[src/rtl/memory_cycle.sv]
// memory_cycle: memory stage of a pipelined core. It issues one data-memory
// access per load/store, stalls the pipeline while the memory is not ready,
// aborts an access that waits too long, and registers the result towards
// the writeback stage.
//
// Parameter
//   WAIT_MAX     maximum WAIT cycles before an access is aborted (1..255)
// Optional feature
//   MISALIGN_CHECK_EN  when defined, a misaligned half/word access is not
//                      issued and retires at once with ExcW=1
// Ports
//   clk, rst                       clock, synchronous active-high reset
//   RegWriteM..InstrM              instruction in the M register
//   dmem_req/we/addr/wdata/be      data-memory request (combinational)
//   dmem_ready, dmem_rdata         data-memory response
//   StallM                         freeze upstream stages and M register
//   RegWriteW..InstrW, ReadDataW,
//   ExcW                           registered writeback-stage values
module memory_cycle #(
    parameter int unsigned WAIT_MAX = 15
) (
    input  logic        clk,
    input  logic        rst,
    input  logic        RegWriteM,
    input  logic [1:0]  ResultSrcM,
    input  logic        LoadM,
    input  logic        StoreM,
    input  logic [4:0]  RD_M,
    input  logic [31:0] PCPlus4M,
    input  logic [31:0] WriteDataM,
    input  logic [31:0] ALU_ResultM,
    input  logic [31:0] InstrM,
    output logic        dmem_req,
    output logic        dmem_we,
    output logic [31:0] dmem_addr,
    output logic [31:0] dmem_wdata,
    output logic [3:0]  dmem_be,
    input  logic        dmem_ready,
    input  logic [31:0] dmem_rdata,
    output logic        StallM,
    output logic        RegWriteW,
    output logic [1:0]  ResultSrcW,
    output logic [4:0]  RD_W,
    output logic [31:0] PCPlus4W,
    output logic [31:0] ALU_ResultW,
    output logic [31:0] InstrW,
    output logic [31:0] ReadDataW,
    output logic        ExcW
);

    // Counter value seen in the last WAIT cycle before the access aborts.
    localparam logic [7:0] WAIT_LIMIT = 8'(WAIT_MAX - 1);

    typedef enum logic {IDLE, WAIT} state_t;

    state_t      state;
    logic [7:0]  waitCnt;

    logic [2:0]  funct3;
    logic        access;
    logic        isLoad;
    logic        isByte;
    logic        isHalf;
    logic        misalign;
    logic        issue;
    logic        abort;
    logic        stall;
    logic        complete;
    logic        fault;
    logic [7:0]  byteLane;
    logic [15:0] halfLane;
    logic [31:0] loadData;

    // Access decode, abort and stall conditions.
    always_comb begin
        funct3 = InstrM[14:12];
        access = LoadM | StoreM;
        isLoad = LoadM & ~StoreM;
        // Unsigned byte/half encodings exist only for loads; anything
        // else that is not byte or half is a word access.
        isByte = (funct3 == 3'b000) | (isLoad & (funct3 == 3'b100));
        isHalf = (funct3 == 3'b001) | (isLoad & (funct3 == 3'b101));
`ifdef MISALIGN_CHECK_EN
        misalign = access & ((isHalf & ALU_ResultM[0]) |
                   (~isByte & ~isHalf & (ALU_ResultM[1:0] != 2'b00)));
`else
        misalign = 1'b0;
`endif
        issue    = access & ~misalign & ~rst;
        // Ready in the limit cycle wins over the abort.
        abort    = issue & (state == WAIT) & ~dmem_ready &
                   (waitCnt >= WAIT_LIMIT);
        stall    = issue & ~dmem_ready & ~abort;
        complete = issue & dmem_ready;
        fault    = abort | misalign;
    end

    // Request side: address, lane-replicated data and byte enables.
    // Loads fetch the whole word, so their enables carry only the size.
    always_comb begin
        dmem_req   = issue;
        dmem_we    = StoreM;
        dmem_addr  = {ALU_ResultM[31:2], 2'b00};
        dmem_wdata = WriteDataM;
        dmem_be    = 4'b1111;
        if (isByte) begin
            dmem_wdata = {4{WriteDataM[7:0]}};
            dmem_be    = StoreM ? (4'b0001 << ALU_ResultM[1:0]) : 4'b0001;
        end else if (isHalf) begin
            dmem_wdata = {2{WriteDataM[15:0]}};
            dmem_be    = StoreM ? (4'b0011 << {ALU_ResultM[1], 1'b0})
                                : 4'b0011;
        end
        StallM = stall;
    end

    // Load lane selection and sign/zero extension.
    always_comb begin
        case (ALU_ResultM[1:0])
            2'd0:    byteLane = dmem_rdata[7:0];
            2'd1:    byteLane = dmem_rdata[15:8];
            2'd2:    byteLane = dmem_rdata[23:16];
            default: byteLane = dmem_rdata[31:24];
        endcase
        halfLane = ALU_ResultM[1] ? dmem_rdata[31:16] : dmem_rdata[15:0];
        if (isByte) begin
            loadData = funct3[2] ? {24'b0, byteLane}
                                 : {{24{byteLane[7]}}, byteLane};
        end else if (isHalf) begin
            loadData = funct3[2] ? {16'b0, halfLane}
                                 : {{16{halfLane[15]}}, halfLane};
        end else begin
            loadData = dmem_rdata;
        end
    end

    // Wait FSM, timeout counter and the W register.
    always_ff @(posedge clk) begin
        if (rst) begin
            state       <= IDLE;
            waitCnt     <= 8'd0;
            RegWriteW   <= 1'b0;
            ResultSrcW  <= 2'b0;
            RD_W        <= 5'b0;
            PCPlus4W    <= 32'b0;
            ALU_ResultW <= 32'b0;
            InstrW      <= 32'b0;
            ReadDataW   <= 32'b0;
            ExcW        <= 1'b0;
        end else if (stall) begin
            // Counter starts at 0 on entry to WAIT; W gets a bubble.
            state     <= WAIT;
            waitCnt   <= (state == WAIT) ? waitCnt + 8'd1 : 8'd0;
            RegWriteW <= 1'b0;
            ExcW      <= 1'b0;
        end else begin
            state       <= IDLE;
            waitCnt     <= 8'd0;
            RegWriteW   <= RegWriteM & ~fault;
            ResultSrcW  <= ResultSrcM;
            RD_W        <= RD_M;
            PCPlus4W    <= PCPlus4M;
            ALU_ResultW <= ALU_ResultM;
            InstrW      <= InstrM;
            ReadDataW   <= (isLoad & complete) ? loadData : 32'b0;
            ExcW        <= fault;
        end
    end

endmodule

[config.mk]
export PLATFORM = sky130hd
export DESIGN_NAME = memory_cycle
export DESIGN_NICKNAME = d
export VERILOG_FILES = /design/src/rtl/memory_cycle.sv
export SDC_FILE = /design/constraint.sdc
export NUM_CORES = 1
export LEC_CHECK = 0
export ABC_AREA = 1
export CORE_AREA = 2 2 147 149
export CTS_BUF_LIST = sky130_fd_sc_hd__clkbuf_8
export DETAILED_ROUTE_END_ITERATION = 10
export DIE_AREA = 0 0 149 151
export PLACE_DENSITY = 0.74
export SYNTH_ARGS = -nofsm -noshare
export SYNTH_HDL_FRONTEND = slang
export SYNTH_SLANG_ARGS = --single-unit
[constraint.sdc]
create_clock -name clk -period 1.6 [get_ports clk]
set_input_delay 0.32 -clock clk [delete_from_list [all_inputs] [get_ports clk]]
set_output_delay 0.32 -clock clk [all_outputs]
set_load 0.005 [all_outputs]
==> results by group <==
Run status
  – Status: finished, violations left
  – Failing checks: setup timing

Synthesis
  – Mux cell area share after synthesis: 0%
  – Area leader, netlist: dfxtp_1
  – Post-synthesis adder-cell area fraction: less than 1%
  – Mapped Area: ~7000 um^2
  – Synth top area share: between 40% and 50%
  – FF+latch count, synth: between 100 and 150
  – Simple-Gate Fraction of Synth Area: 41.5%
  – Post-Syn Instances: roughly 1000
  – Sequential cell area fraction in the yosys report: a little over two fifths
  – Yosys warns: 0
  – XOR/XNOR Fraction of Synth Area: less than 1%
  – Top cells by area, synth: dfxtp_1, nand2_1, nand3_1
  – Largest family of logic cells by synthesized area: simple AND/OR/NAND/NOR gates
  – Avg Inst Size Synth: around 7.0 um^2
  – Complex-gate fraction of the synthesized area: around 3.7%
  – Post-synthesis cell type count: 29

Drt
  – WL/cell: ~17 um
  – Routed Antenna Nets: 0
  – Initial drt markers: 430
  – Routed vias: ~8000
  – DR pass1 iterations: 6
  – Post-DR vias/cell: ~4.7
  – Final wirelength: 29.4 mm
  – DRC Markers: 0

Floorplanning
  – Die Span Y: roughly 150 um
  – I/O pins: 381
  – # rows: 53
  – Die area: ~22000 um^2
  – Core area: around 21000 um^2
  – Die Width: approximately 150 um
  – Initial Util: between 30 and 40%

Clock tree
  – CTS Buf Count: 17
  – Htree depth: 4
  – Clk root buf: clkbuf_8
  – Clock slew at reported path FFs: approximately 0.080 ns
  – TritonCTS clock tree: yes
  – Clk sinks: ~150
  – Worst skew pair latency: approximately 0.46 ns
  – Clock Path Buffers: 2
  – Hold-fix buffers, CTS: 0

Power and ir drop
  – Leakage power: ~6.4 nW
  – Max VDD drop: about 0.00048 V
  – Final Power: a little over 9 mW
  – PwrDens: 744 nW/um^2

Global route
  – Initial antenna violation count: 1
  – Number of global-route vias before repair: 7564
  – Tot GR Track Use: between 20 and 25%
  – First-pass GRT wire length: between 40 and 50 mm
  – Grt total ovfl: 0
  – Largest net degree at the start of global routing: between 80 and 90

Layout
  – Area growth from synthesis to layout: 76.9%
  – Most common cell after layout, fill and taps aside: nand2_1
  – Share of cells above drive strength 1: a little under a quarter
  – Nets: 1625
  – Commonest non-fill, non-tap cells in the layout: nand2_1, dlygate4sd2_1, clkdlybuf4s50_1
  – Final core occ: approximately three fifths
  – Fillers: between 1500 and 2000

STA
  – Clock skew: 0.0225 ns
  – Final setup TNS: -5.86 ns
  – Final hold violations: 0
  – RSZ-0062 raised after global routing: yes
  – Final Slew Violations: 0
  – Worst Slack Setup Final: -0.213 ns
  – Setup Viol. Count Final: 135
  – Max Fclk: 552 MHz
  – Crit share post-route: 113%
  – Crit path time final: 1.81 ns

Worst hold path
  – HP Start: InstrM[12]
  – Hold Path End: InstrW[12]
  – Hold depth: 4
  – HP Class: in2reg

Critical path
  – Startpoint types: register
  – Reg2reg start: waitCnt[0]
  – Reg-to-reg endpoint: ReadDataW[2]
  – Worst reg2reg setup slack: -0.11 ns
  – CP max FO: 2
  – Data arrival, critical path: around 1.5 ns
  – Worst setup path class: reg2out
  – Critical Path RT: approximately 1.3 ns
  – CP Capture Type: primary output
  – Reg2reg path depth: 11

Job
  – Max-Cap Viols: 0

Place
  – Gpl congestion: between 0.8 and 0.9
  – Worst slack, placed: -0.879 ns
  – DP Wirelength: between 15 and 20 mm
  – I/O Buffers: around 380
state kept, by name, indices dropped and copies added (netlist names):
name         flops
waitCnt          8
ReadDataW       32
RegWriteW        1
ALU_ResultW     32
ResultSrcW       2
PCPlus4W        32
ExcW             1
RD_W             5
state            1
InstrW          32
per-layer routing:
layer | track usage (%) | share of wire [%]
met5 | 0 | 0
met2 | 40.1 | 49
met3 | 6.57 | 9.0
met1 | 26.8 | 39
met4 | 9.67 | 3.4
power breakdown:
part / total, mW / switching [mW] / internal, mW
logic: 2.32 / 1.07 / 1.25
registers: 3.98 / 0.109 / 3.87
clock network: 2.90 / 1.62 / 1.27
critical path: stages (launching register included):
cell,delay [ns]
dfxtp_2,0.34
inv_2,0.04
ha_4,0.14
o21ai_2,0.13
nand2_2,0.09
a21oi_4,0.18
buf_6,0.13
metrics by stage:
stage / instance area, um^2 / hold WS [ns] / cells
5_1_grt: 12400 / 0.274 / 1738
3_3_place_gp: 11400 / 0.435 / 1658
6_report: 12400 / 0.296 / 1738
4_1_cts: 11900 / 0.317 / 1715
2_1_floorplan: 7000 / 0.430 / 1006
3_5_place_dp: 11400 / 0.438 / 1658
kinds of logic after synthesis:
logic type	Yosys count
xor gates and xnor gates	2
buffers and inverters	159
AOI/OAI and AO/OA	45
DFF	146
and+or+nand+nor	647
other	1
adders and majority gates	2
layout make-up:
type	count	area, um^2	area share (%)
Multi-Input combinational cell	701	3430	27.7
Sequential cell	146	2970	24.0
Timing Repair Buffer	523	4980	40.3
Tap cell	275	344	2.78
Antenna cell	1	2.50	0.0202
Timing Repair inverter	1	11.3	0.0911
Inverter	60	244	1.97
Clock inverter	14	144	1.16
Clock buffer	17	234	1.89
worst max-delay path by stage:
stage,depth (start not counted),endpoint,from,slack (ns)
floorplan,7,StallM,waitCnt[0],0.007
global placement,7,dmem_wdata[25],InstrM[14],-0.84
detailed placement,8,dmem_wdata[27],InstrM[13],-0.88
CTS,6,StallM,waitCnt[0],-0.26
global route,6,StallM,waitCnt[0],-0.31
finish,6,StallM,waitCnt[0],-0.21
cells in the mapped netlist:
cell      instances
a21oi_1          20
a21oi_4           1
buf_1             6
buf_2            34
buf_4            47
buf_6             5
clkbuf_1          7
clkinv_4          1
conb_1            1
dfxtp_1         146
ha_1              2
inv_1            53
inv_2             6
nand2_1         407
nand2_2           2
nand2_4           6
nand3_1         133
nand3_2          30
nand3_4           1
nand4_1           7
nor2_1           56
nor2_4            4
nor3_2            1
o211ai_1          8
o21ai_0          13
o21ai_1           2
o31ai_1           1
xnor2_1           1
xor2_1            1
what timing repair did:
| action | CTS | global route |
|---|---|---|
| setup buffers | 22 | 16 |
| pin swaps | 8 | 15 |
| endpoints found under the hold margin | 0 | 0 |
| endpoints found under the setup margin | 332 | 168 |
| cloned | 5 | 11 |
| gates resized for setup | 409 | 53 |
Note: power is estimated with default switching activity, not from simulation.
